`config.mk`:
```
export PLATFORM = sky130hd
export DESIGN_NAME = rf_rom_op_seq_flat
export DESIGN_NICKNAME = d
export VERILOG_FILES = /design/src/rtl/rf_rom_op_seq_pkg.sv /design/src/rtl/rf_rom_op_seq_if.sv /design/src/rtl/rf_rom_op_seq_cmd_pend_buf.sv /design/src/rtl/rf_rom_op_seq.sv /design/src/flat_wrapper.sv
export SDC_FILE = /design/constraint.sdc
export NUM_CORES = 1
export LEC_CHECK = 0
export BUFFER_PORTS_ARGS = -buffer_cell sky130_fd_sc_hd__buf_2
export CAP_MARGIN = 20
export CORE_MARGIN = 2
export CORE_UTILIZATION = 45
export DETAILED_ROUTE_END_ITERATION = 6
export PLACE_DENSITY = 0.75
export SLEW_MARGIN = 20
export SYNTH_ARGS = -nofsm -noshare
export SYNTH_HDL_FRONTEND = slang
export SYNTH_SLANG_ARGS = --single-unit
```
`constraint.sdc`:
```
create_clock -name clk -period 1.7 [get_ports clk]
set_input_delay 0.255 -clock clk [delete_from_list [all_inputs] [get_ports clk]]
set_output_delay 0.255 -clock clk [all_outputs]
set_load 0.01 [all_outputs]
```
`src/rtl/rf_rom_op_seq_pkg.sv`:
```
// Shared types and default widths for the RF/ROM operation sequencer.
package rf_rom_op_seq_pkg;

  localparam int unsigned DATA_W_DEF = 4;
  localparam int unsigned ADDR_W_DEF = 3;
  localparam int unsigned RAM_AW_DEF = 4;

  // Command record {src1, src2, dst}
  localparam int unsigned CMD_W = 3 * ADDR_W_DEF;

  typedef enum logic [2:0] {
    S_IDLE   = 3'd0,
    S_READ   = 3'd1,
    S_LOOKUP = 3'd2,
    S_WRITE  = 3'd3,
    S_STORE  = 3'd4,
    S_DONE   = 3'd5
  } state_e;

endpackage

```
`src/rtl/rf_rom_op_seq_if.sv`:
```
// Command handshake bundle: the source drives start/src1/src2/dst, the sequencer returns cmd_ready.
interface rf_rom_op_seq_if #(
  parameter int unsigned ADDR_W = rf_rom_op_seq_pkg::ADDR_W_DEF
) ();

  logic              start;
  logic [ADDR_W-1:0] src1;
  logic [ADDR_W-1:0] src2;
  logic [ADDR_W-1:0] dst;
  logic              cmd_ready;

  modport master (
    output start, src1, src2, dst,
    input  cmd_ready
  );

  modport slave (
    input  start, src1, src2, dst,
    output cmd_ready
  );

endinterface

```
`src/rtl/rf_rom_op_seq_cmd_pend_buf.sv`:
```
// One-deep pending command register; a load in the same cycle as a take keeps it valid.
module rf_rom_op_seq_cmd_pend_buf
  import rf_rom_op_seq_pkg::*;
#(
  parameter int unsigned W = CMD_W
) (
  input  logic         clk,
  input  logic         rst,
  input  logic         load,
  input  logic         take,
  input  logic [W-1:0] din,
  output logic         valid,
  output logic [W-1:0] dout
);

  always_ff @(posedge clk or negedge rst) begin
    if (!rst) begin
      valid <= 1'b0;
      dout  <= '0;
    end else if (load) begin
      valid <= 1'b1;
      dout  <= din;
    end else if (take) begin
      valid <= 1'b0;
    end
  end

endmodule

```
`src/rtl/rf_rom_op_seq.sv`:
```
// Sequencer: read two RF operands, look up ROM[{opa,opb}], write the result back to the RF.
// Define STORE_RAM_EN to also store each result to RAM at an auto-incrementing pointer.
module rf_rom_op_seq
  import rf_rom_op_seq_pkg::*;
#(
  parameter int unsigned DATA_W = DATA_W_DEF,
  parameter int unsigned ADDR_W = ADDR_W_DEF,
  parameter int unsigned RAM_AW = RAM_AW_DEF
) (
  input  logic                clk,
  input  logic                rst,
  rf_rom_op_seq_if.slave      cmd,
  output logic [ADDR_W-1:0]   SA,
  output logic [ADDR_W-1:0]   SB,
  input  logic [DATA_W-1:0]   a,
  input  logic [DATA_W-1:0]   b,
  output logic [2*DATA_W-1:0] ROM_addr,
  input  logic [DATA_W-1:0]   ROM_data,
  output logic [ADDR_W-1:0]   DA,
  output logic                w_rf,
  output logic                w_ram,
  output logic [RAM_AW-1:0]   ram_addr,
  output logic [DATA_W-1:0]   ram_wdata,
  output logic [DATA_W-1:0]   result,
  output logic                busy,
  output logic                done,
  output logic                overflow
);

  localparam int unsigned CW = 3 * ADDR_W;

  state_e            state;
  state_e            state_nx;
  logic              cmd_ready_q;
  logic              accept;
  logic              pend_load;
  logic              pend_take;
  logic              pend_valid;
  logic              pend_valid_nx;
  logic [CW-1:0]     pend_cmd;
  logic [CW-1:0]     new_cmd;
  logic [CW-1:0]     launch_cmd;
  logic [ADDR_W-1:0] dst_q;
  logic [DATA_W-1:0] opa;
  logic [DATA_W-1:0] opb;

  assign cmd.cmd_ready = cmd_ready_q;
  assign new_cmd       = {cmd.src1, cmd.src2, cmd.dst};
  // A buffered command always wins over a fresh one when leaving IDLE
  assign launch_cmd    = pend_valid ? pend_cmd : new_cmd;
  assign ROM_addr      = {opa, opb};

  rf_rom_op_seq_cmd_pend_buf #(
    .W (CW)
  ) u_pend (
    .clk   (clk),
    .rst   (rst),
    .load  (pend_load),
    .take  (pend_take),
    .din   (new_cmd),
    .valid (pend_valid),
    .dout  (pend_cmd)
  );

  // Accept/buffer decisions and next state
  always_comb begin
    accept        = cmd.start & cmd_ready_q;
    pend_take     = (state == S_IDLE) & pend_valid;
    pend_load     = accept & ((state != S_IDLE) | pend_valid);
    pend_valid_nx = pend_load | (pend_valid & ~pend_take);
    state_nx      = state;
    unique case (state)
      S_IDLE:   if (pend_valid | accept) state_nx = S_READ;
      S_READ:   state_nx = S_LOOKUP;
      S_LOOKUP: state_nx = S_WRITE;
      S_WRITE: begin
`ifdef STORE_RAM_EN
        state_nx = S_STORE;
`else
        state_nx = S_DONE;
`endif
      end
      S_STORE:  state_nx = S_DONE;
      S_DONE:   state_nx = S_IDLE;
      default:  state_nx = S_IDLE;
    endcase
  end

  // State register and registered datapath/control outputs
  always_ff @(posedge clk or negedge rst) begin
    if (!rst) begin
      state       <= S_IDLE;
      cmd_ready_q <= 1'b1;
      SA          <= '0;
      SB          <= '0;
      DA          <= '0;
      dst_q       <= '0;
      opa         <= '0;
      opb         <= '0;
      w_rf        <= 1'b0;
      result      <= '0;
      busy        <= 1'b0;
      done        <= 1'b0;
      overflow    <= 1'b0;
    end else begin
      state       <= state_nx;
      cmd_ready_q <= (state_nx == S_IDLE) | ~pend_valid_nx;
      busy        <= (state_nx != S_IDLE);
      done        <= (state_nx == S_DONE);
      w_rf        <= (state_nx == S_WRITE);
      if (cmd.start & ~cmd_ready_q) overflow <= 1'b1;
      if ((state == S_IDLE) && (state_nx == S_READ)) {SA, SB, dst_q} <= launch_cmd;
      if (state == S_READ) begin
        opa <= a;
        opb <= b;
      end
      if (state == S_LOOKUP) DA <= dst_q;
      if (state == S_WRITE) result <= ROM_data;
    end
  end

`ifdef STORE_RAM_EN
  logic [RAM_AW-1:0] ptr;

  // RAM store port; ptr wraps naturally at 2^RAM_AW
  always_ff @(posedge clk or negedge rst) begin
    if (!rst) begin
      ptr       <= '0;
      w_ram     <= 1'b0;
      ram_addr  <= '0;
      ram_wdata <= '0;
    end else begin
      w_ram <= (state_nx == S_STORE);
      if (state == S_WRITE) begin
        ram_addr  <= ptr;
        ram_wdata <= ROM_data;
      end
      if (state == S_STORE) ptr <= ptr + RAM_AW'(1);
    end
  end
`else
  assign w_ram     = 1'b0;
  assign ram_addr  = '0;
  assign ram_wdata = '0;
`endif

endmodule

```
`src/flat_wrapper.sv`:
```
// flat-port wrapper written by rule: the top's interface ports become plain ports
module rf_rom_op_seq_flat import rf_rom_op_seq_pkg::*;
#(
  parameter int unsigned DATA_W = DATA_W_DEF,
  parameter int unsigned ADDR_W = ADDR_W_DEF,
  parameter int unsigned RAM_AW = RAM_AW_DEF
)
  (clk, rst, SA, SB, a, b, ROM_addr, ROM_data, DA, w_rf, w_ram, ram_addr, ram_wdata, result, busy, done, overflow, cmd_start, cmd_src1, cmd_src2, cmd_dst, cmd_cmd_ready);
  rf_rom_op_seq_if #(.ADDR_W(ADDR_W)) cmd_i ();
  input  logic clk;
  input  logic rst;
  output logic [ADDR_W-1:0] SA;
  output logic [ADDR_W-1:0] SB;
  input  logic [DATA_W-1:0] a;
  input  logic [DATA_W-1:0] b;
  output logic [2*DATA_W-1:0] ROM_addr;
  input  logic [DATA_W-1:0] ROM_data;
  output logic [ADDR_W-1:0] DA;
  output logic w_rf;
  output logic w_ram;
  output logic [RAM_AW-1:0] ram_addr;
  output logic [DATA_W-1:0] ram_wdata;
  output logic [DATA_W-1:0] result;
  output logic busy;
  output logic done;
  output logic overflow;
  input wire logic [$bits(cmd_i.start)-1:0] cmd_start;
  input wire logic [$bits(cmd_i.src1)-1:0] cmd_src1;
  input wire logic [$bits(cmd_i.src2)-1:0] cmd_src2;
  input wire logic [$bits(cmd_i.dst)-1:0] cmd_dst;
  output wire logic [$bits(cmd_i.cmd_ready)-1:0] cmd_cmd_ready;
  assign cmd_i.start = cmd_start;
  assign cmd_i.src1 = cmd_src1;
  assign cmd_i.src2 = cmd_src2;
  assign cmd_i.dst = cmd_dst;
  assign cmd_cmd_ready = cmd_i.cmd_ready;
  rf_rom_op_seq #(.DATA_W(DATA_W), .ADDR_W(ADDR_W), .RAM_AW(RAM_AW)) u_core (.clk(clk), .rst(rst), .cmd(cmd_i), .SA(SA), .SB(SB), .a(a), .b(b), .ROM_addr(ROM_addr), .ROM_data(ROM_data), .DA(DA), .w_rf(w_rf), .w_ram(w_ram), .ram_addr(ram_addr), .ram_wdata(ram_wdata), .result(result), .busy(busy), .done(done), .overflow(overflow));
endmodule
```
# == Word level (Yosys, flattened, before mapping) ==
# Cells that the tools add are included.
# totals
ff_bits,42
latchBits,0
ramBits,0
romBits,0
inputBits,24
output_inout_bits,35
memories,0
# op_classes
n_addsub,0
multipliers,0
n_div,0
magnitude_cmp,0
n_eq_ne,7
shifts,0
mux,5
bitwise_logic,12
reduce_logical,7
# ops
cell,n
3-bit one-hot mux with 4 select lines,1
3-bit by 2-bit equality test with 1-bit output (second input constant),3
9-bit two-way mux,1
3-bit by 1-bit equality test with 1-bit output (second input constant),2
3-bit equality test (second input constant),2
3-bit zero test,2
3-bit nonzero test,2
1-bit bitwise AND,5
1-bit bitwise OR,4
3-bit two-way mux,1
1-bit inverter,3
1-bit two-way mux,2
2-bit nonzero test,1
2-bit OR reduction,1
1-bit logical AND,1

# == Depth between registers and ports, before layout ==
# Gate-level depths: netlist of the first run.
# logic_depth
depth_word,7
ltp_mapped,6

# == Hierarchy ==
# A second synthesis of the first run with hierarchy kept.
# unflattened
hier_cells,122
area_unflattened_um2,1831.8
# by_module_without_submodules
module,instances,cells_per_inst,area_each_um2
rf_rom_op_seq,1,100,1422.6
rf_rom_op_seq_cmd_pend_buf,1,22,409.1

# == Least setup slack after synthesis of the first run ==
# OpenSTA, ideal clock, no wires.
# synth_timing
path_type,register to register
startpoint,reg u_core.state[0]
endpoint,reg u_core.SA[0]
arrival_ps,1551
setup_slack_ps,25
path_stages_with_launch,5
n_path_buf,1
path_cell_list,dfrtp_1 > or3_1 > buf_2 > nor2_2 > mux2_2
# synth_between
elab_chain_cells,5
# synth_lines
item,line_no,text
"start, declared",rf_rom_op_seq.sv:32,state_e state;
"start signal, assigned",rf_rom_op_seq.sv:106,state <= state_nx;
3-bit equality test / 3-bit by 2-bit equality test with 1-bit output (equally long branches),rf_rom_op_seq.sv:72,unique case (state)
2-bit OR reduction (no line),-,
3-bit one-hot mux with 4 select lines,rf_rom_op_seq.sv:72,
3-bit by 1-bit equality test with 1-bit output,rf_rom_op_seq.sv:112,"if ((state == S_IDLE) && (state_nx == S_READ)) {SA, SB, dst_q} <= launch_cmd;"
1-bit logical AND (*),rf_rom_op_seq.sv:112,
"end signal, assigned",rf_rom_op_seq.sv:112,
"end, declared",rf_rom_op_seq.sv:13,"output logic [ADDR_W-1:0] SA,"
# Every way passes the cells marked *; elsewhere a longest branch is shown, timed or not.
# A chain may end at the register's enable or synchronous reset.

# == Worst setup path after layout of the first run ==
# layout_timing
startpoint,reg u_core.state[0]
endpoint,reg u_core.u_pend.dout[4]
# layout_between
elab_chain_cells,3
# layout_lines
item,line_no,text
3-bit nonzero test,rf_rom_op_seq.sv:69,pend_load = accept & ((state != S_IDLE) | pend_valid);
1-bit bitwise OR,rf_rom_op_seq.sv:69,
1-bit bitwise AND,rf_rom_op_seq.sv:69,
"end signal, assigned",rf_rom_op_seq_cmd_pend_buf.sv:22,dout <= din;
"end, declared",rf_rom_op_seq_cmd_pend_buf.sv:13,output logic [W-1:0] dout
# No other way between the ends.

==> results.sh, run 1 <==
export IMPL_crit_required_ns=1.88
export IMPL_worstPathArrival_ns=1.80
export IMPL_pre_cts_ws_ns=-0.0661
export IMPL_path_max_fanout=10
export IMPL_fin_util_pct=55.9
export IMPL_p_per_area_nw_per_um2=1960
export IMPL_antenna_found_initial=0
export IMPL_synth_top_cell_area_share_pct=56.7
export IMPL_crit_buf_inv=0
export IMPL_p_clk_share_pct=15.3
export IMPL_synth_top_area_cell="dfrtp_1"
export IMPL_synth_area_um2=1810
export IMPL_switching_share_pct=32.1
export IMPL_grt_overflow_total=0
export IMPL_async_flop_share_pct=100
export IMPL_r2r_slack_ns=0.08
export IMPL_netlist_instances=120
export IMPL_drc_errors=0
export IMPL_cts_max_level=2
export IMPL_fillers=314
export IMPL_reg2reg_to="u_core.u_pend.dout[4]"
export IMPL_syn_to_final_growth_pct=21.8
export IMPL_fin_crit_sh_pct=95.3
export IMPL_synth_seq_area_share_pct=58.2
export IMPL_grt_max_degree=43
export IMPL_drive_gt1_share_pct=62.0
export IMPL_wl_per_cell_um=13.5
export IMPL_die_w_um=67.4
export IMPL_ys_types=27
export IMPL_path_class="reg2reg"
export IMPL_final_cell_mix="49 x buf_2, 41 x dfrtp_1, 33 x mux2_2"
export IMPL_power_switching_mw=1.39
export IMPL_final_common_cell="buf_2"
export IMPL_power_mw=4.32
export IMPL_synth_seq_cells=42
export IMPL_total_leakage_power_nw=1.05
export IMPL_cts_buffer_depth=2
export IMPL_synth_area_leaders="dfrtp_1 57%, mux2_2 21%, mux2_4 7.5%"
export IMPL_dpl_hpwl_um=2250
export IMPL_cap_violations=0
export IMPL_rsz0062_at_grt="false"
export IMPL_core_area_um2=3940
export IMPL_io_buffers=49
export IMPL_fmax_mhz=617
export IMPL_initial_core_util_pct=45.9
export IMPL_crit_slowest_cell="or3_1"
export IMPL_slew_limit_headroom_pct=65.7
export IMPL_fp_dieH_um=67.4
export IMPL_antenna_left=0
export IMPL_grt_pass1_wl_um=4640
export IMPL_grt_pass1_vias=1006
export IMPL_cts_tree="yes"
export IMPL_core_rowCount=23
export IMPL_synth_main_ff_cell="dfrtp_1"
export IMPL_combinationalPowerShare_pct=44.2
export IMPL_path_delay_family="simple AND/OR/NAND/NOR gates"
export IMPL_cp_start_kind="register"
export IMPL_synth_avg_cell_area_um2=15.1
export IMPL_via_per_inst=4.72
export IMPL_finClkSkew_ns=0.00914
export IMPL_r2r_start="u_core.state[0]"
export IMPL_synth_edf_count=0
export IMPL_setup_viol=0
export IMPL_regArea_um2=1050
export IMPL_drt_iter0_drc=25
export IMPL_clk_pin_slew_ns=0.08
export IMPL_numCtsBuffers=5
export IMPL_die_area_um2=4540
export IMPL_peakVddDrop_mv=0.698
export IMPL_crit_chain="or3_1, o211a_4, mux2_4"
export IMPL_multi_input_area_um2=691
export IMPL_io_pins=59
export IMPL_cell_internal_pwr_mw=2.93
export IMPL_place_gp_congestion=0.737
export IMPL_rr_worst_depth=3
export IMPL_fin_crit_ns=1.62
export IMPL_cts_setup_buffers=0
export IMPL_seqPwrFrac_pct=40.5
export IMPL_worstMarginPinSlew_ns=0.514
export IMPL_vias=1081
export IMPL_cpPeakStageDelay_ns=0.46
export IMPL_fin_ws_ns=0.0802
export IMPL_cts_root_buf="clkbuf_8"
export IMPL_cts_sinks=42
export IMPL_antenna_cells=0
export IMPL_maxSlewViolCount=0
export IMPL_wirelength_um=3080
export IMPL_first_pass_iters=4
export IMPL_track_usage_pct=14.2
export IMPL_ctsHoldBuffers=0
export IMPL_status="complete, no violations"
export IMPL_clk_latency_ns=0.29
export IMPL_min_path_type="in2async"
export IMPL_place_area_um2=2100
export IMPL_cts_resized=1
export IMPL_final_area_um2=2200
export IMPL_end_kind="register"
export IMPL_yosys_warnings=0
export IMPL_nNetsFinal=202
export IMPL_finalHoldViolations=0
synth_stat cells (2+ instances only):
cell type	number
mux2_2	33
mux2_4	9
nand2b_1	2
o21ai_0	3
a21o_1	2
buf_4	9
buf_6	2
dfrtp_1	41
registers in the layout (all words and copies together) (netlist names), 3 cells and up:
| name | count |
|---|---|
| u_core.DA | 3 |
| u_core.dst_q | 3 |
| u_core.result | 4 |
| u_core.SA | 3 |
| u_core.u_pend.dout | 9 |
| u_core.state | 3 |
| u_core.opa | 4 |
| u_core.SB | 3 |
| u_core.opb | 4 |
power groups by stage:
stage / Sequential [mW] / Combinational (mW) / Clock [mW]
after floorplan: 1.90 / 1.19 / 0
after global placement: 1.74 / 1.84 / 0
after detailed placement: 1.76 / 1.92 / 0
after CTS: 1.74 / 1.93 / 0.683
after global routing: 1.81 / 2.06 / 0.723
final: 1.75 / 1.91 / 0.660
area by class of cell:
| cell class | count | share of cell area (%) |
|---|---|---|
| clock buffers | 6 | 3.75 |
| clock inverters | 2 | 0.568 |
| inverters | 1 | 0.170 |
| multi-input cells | 72 | 31.4 |
| flip-flops and latches | 42 | 47.8 |
| well taps | 50 | 2.84 |
| repair buffers | 56 | 13.5 |
worst reg2reg max path: stages (launching register included):
cell and delay [ns]:
dfrtp_1 0.38, or3_1 0.46, o211a_4 0.34, mux2_4 0.32
routing by layer:
| metal | up-vias | share of wire, % | GRT usage, % |
|---|---|---|---|
| li1 | 520 | - | - |
| met1 | 536 | 43 | 17.4 |
| met5 | - | 0 | 0 |
| met4 | 0 | 1.8 | 7.91 |
| met3 | 4 | 3.9 | 4.67 |
| met2 | 21 | 51 | 22.2 |
per-stage QoR:
stage | hold WS, ns | cells | TNS, ns
floorplan | -0.0406 | 128 | 0
global placement | 0.336 | 221 | -0.0528
detailed placement | 0.348 | 221 | -0.579
CTS | 0.0292 | 229 | 0
global route | 0.0678 | 229 | 0
finish | 0.0116 | 229 | 0
logic make-up (layout without fill, tap and decap cells):
| logic type | after synthesis | after routing | synth area share (%) |
|---|---|---|---|
| AO/OA/AOI/OAI | 11 | 11 | 4.22 |
| buffers and inverters | 14 | 65 | 5.67 |
| flip-flops | 42 | 42 | 58.2 |
| multiplexers | 42 | 42 | 28.0 |
| other | 1 | 9 | 0.207 |
| AND/OR/NAND/NOR | 10 | 10 | 3.67 |
worst max-delay path by stage:
stage                         start                     to  depth (start not counted)
finish              u_core.state[0]  u_core.u_pend.dout[4]                          3
global route        u_core.state[0]           u_core.SA[1]                          4
CTS                 u_core.state[0]  u_core.u_pend.dout[4]                          3
detailed placement  u_core.state[0]  u_core.u_pend.dout[7]                          3
global placement    u_core.state[0]  u_core.u_pend.dout[8]                          3
floorplan           u_core.state[0]           u_core.SA[0]                          4
No activity file was read; power rests on OpenSTA's default activity.
==> run 2: changes to the inputs <==
Settings changed: SYNTH_HIERARCHICAL from default to 1.
==> run 2 against run 1 <==
Against the previous run:
- non-clock buffer count fell by 2
- core utilization barely moved
- largest cell class unchanged
- cell count did not move
- flip-flop and latch count did not move
- via count rose by 1.4%
- sequential share of layout area fell by 0.35 points
- critical path type unchanged
- hold slack got worse by 0.0019 ns
- critical path depth did not move
==> results.sh, run 2 <==
export IMPL_final_common_cell="buf_2"
export IMPL_io_buffers=49
export IMPL_die_w_um=67.8
export IMPL_io_pins=59
export IMPL_synth_main_ff_cell="dfrtp_1"
export IMPL_worstPathArrival_ns=1.82
export IMPL_finalHoldViolations=0
export IMPL_p_per_area_nw_per_um2=2010
export IMPL_yosys_area_share_xor_xnor_pct=0
export IMPL_synth_top_cell_area_share_pct=56.0
export IMPL_synth_seq_cells=42
export IMPL_crit_slowest_cell="or3_4"
export IMPL_yosysMostFrequentCell="dfrtp_1"
export IMPL_final_cell_mix="49 x buf_2, 41 x dfrtp_1, 33 x mux2_2"
export IMPL_cp_start_kind="register"
export IMPL_track_usage_pct=16.3
export IMPL_setup_viol=0
export IMPL_final_area_um2=2220
export IMPL_slew_limit_headroom_pct=66.3
export IMPL_synth_edf_count=0
export IMPL_ys_types=29
export IMPL_antenna_cells=0
export IMPL_clk_pin_slew_ns=0.08
export IMPL_synth_top_area_cell="dfrtp_1"
export IMPL_maxSlewViolCount=0
export IMPL_finClkSkew_ns=0.00690
export IMPL_drt_iter0_drc=43
export IMPL_cts_sinks=42
export IMPL_path_class="reg2reg"
export IMPL_numCtsBuffers=5
export IMPL_path_max_fanout=10
export IMPL_fillers=322
export IMPL_async_flop_share_pct=100
export IMPL_grt_overflow_total=0
export IMPL_fin_crit_sh_pct=96.7
export IMPL_min_path_type="in2async"
export IMPL_synth_compound_area_share_pct=3.07
export IMPL_synth_top_family_by_area="multiplexers"
export IMPL_via_per_inst=4.79
export IMPL_rsz0062_at_grt="false"
export IMPL_r2r_start="u_core/state[1]"
export IMPL_peakVddDrop_mv=0.788
export IMPL_netlist_instances=122
export IMPL_cap_violations=0
export IMPL_wirelength_um=3300
export IMPL_initial_core_util_pct=46.1
export IMPL_fin_setup_tns_ns=0
export IMPL_path_delay_family="simple AND/OR/NAND/NOR gates"
export IMPL_fmax_mhz=609
export IMPL_clk_latency_ns=0.30
export IMPL_status="complete, no violations"
export IMPL_antenna_found_initial=0
export IMPL_power_mw=4.46
export IMPL_synth_area_um2=1830
export IMPL_synth_area_leaders="dfrtp_1 56%, mux2_2 20%, mux2_4 7.4%"
export IMPL_end_kind="register"
export IMPL_synthSimpleGateAreaFrac_pct=5.81
export IMPL_synth_common_cells="41 x dfrtp_1, 33 x mux2_2, 9 x buf_4, 9 x mux2_4, 3 x nand2_1"
export IMPL_cts_setup_buffers=0
export IMPL_fin_crit_ns=1.64
export IMPL_fp_dieH_um=67.8
export IMPL_synth_seq_area_share_pct=57.4
export IMPL_total_leakage_power_nw=1.06
export IMPL_pre_cts_ws_ns=-0.00948
export IMPL_holdWs_ns=0.00977
export IMPL_vias=1096
export IMPL_place_area_um2=2110
export IMPL_drive_gt1_share_pct=62.0
export IMPL_fin_ws_ns=0.0567
export IMPL_cpPeakStageDelay_ns=0.41
export IMPL_largest_register="u_core/u_pend/dout"
export IMPL_final_cells=229
export IMPL_ctsHoldBuffers=0
export IMPL_synth_avg_cell_area_um2=15.0
export IMPL_cts_max_level=2
export IMPL_dp_cells=221
export IMPL_place_gp_congestion=0.722
export IMPL_core_rowCount=23
export IMPL_yosys_warnings=6
export IMPL_muxShareOfSynthArea_pct=27.7
export IMPL_fin_util_pct=55.9
export IMPL_cts_root_buf="clkbuf_8"
export IMPL_grt_pass1_wl_um=5220
export IMPL_synthAdderAreaFrac_pct=0
export IMPL_wl_per_cell_um=14.4
export IMPL_crit_required_ns=1.88
export IMPL_core_area_um2=3970
export IMPL_cts_buffer_depth=2
export IMPL_crit_buf_inv=0
export IMPL_grt_pass1_vias=1098
export IMPL_dpl_hpwl_um=2390
export IMPL_grt_max_degree=43
export IMPL_cts_tree="yes"
export IMPL_syn_to_final_growth_pct=21.1
export IMPL_drc_errors=0
export IMPL_crit_chain="or3_4, o211a_2, mux2_4"
export IMPL_largest_register_ffs=9
export IMPL_crit_start="u_core/state[1]"
export IMPL_worstMarginPinSlew_ns=0.505
export IMPL_die_area_um2=4600
export IMPL_first_pass_iters=4
export IMPL_antenna_left=0
export IMPL_nNetsFinal=202
==> run 2: cell count changes in the layout (fill, tap and decap cells not counted), sizes merged, moves of 2 or more <==
cell    delta
nand2b     -2
nand2      +3
o21ai      -2
buf        -2
==> run 2: final timing paths <==
path,end,slack [ns],depth (start not counted)
setup / recovery,u_core/u_pend/dout[6],0.06,3
hold / removal,u_core/busy,0.01,2
setup reg to reg,u_core/u_pend/dout[6],0.06,3
hold reg to reg,u_core/overflow,0.45,1
max in group asynchronous,u_core/cmd.cmd_ready,1.33,2
min in group clk,u_core/opa[2],0.18,2
==> run 2: layout make-up <==
class / count / area (um^2) / area share [%]
multi-input combinational: 73 / 703 / 31.7
tap: 50 / 62.6 / 2.82
clock inverter: 2 / 37.5 / 1.69
inverter: 2 / 7.51 / 0.338
clock buffer: 6 / 72.6 / 3.27
sequential: 42 / 1050 / 47.4
timing repair buffer: 54 / 283 / 12.7
==> run 2: cell families after synthesis <==
family | Yosys count
multiplexers | 42
AND/OR/NAND/NOR | 14
buffers and inverters | 15
AO/OA/AOI/OAI | 8
flip-flops | 42
other | 1
==> run 2: timing repair <==
item / CTS / global route
endpoints found under the hold margin: 0 / 0
resized for setup: 1 / 0
endpoints found under the setup margin: 9 / 0
==> run 2: power by group <==
part | total, mW | internal, mW | switching, mW | leakage, nW
Clock | 0.775 | 0.438 | 0.337 | 0.0514
Combinational | 1.93 | 1.09 | 0.833 | 0.516
Sequential | 1.76 | 1.51 | 0.251 | 0.493
==> run 2: routing by layer <==
| layer | part of all wire, % | up-vias | track usage, % |
|---|---|---|---|
| li1 | - | 521 | - |
| met1 | 39 | 545 | 19.0 |
| met2 | 55 | 25 | 26.5 |
| met3 | 4.0 | 5 | 6.17 |
| met4 | 1.9 | 0 | 8.00 |
| met5 | 0 | - | 0 |
==> run 2: worst register-to-register path, cell delays in order (launching register included) <==
cell and delay (ns):
dfrtp_1 0.38, or3_4 0.41, o211a_2 0.39, mux2_4 0.34
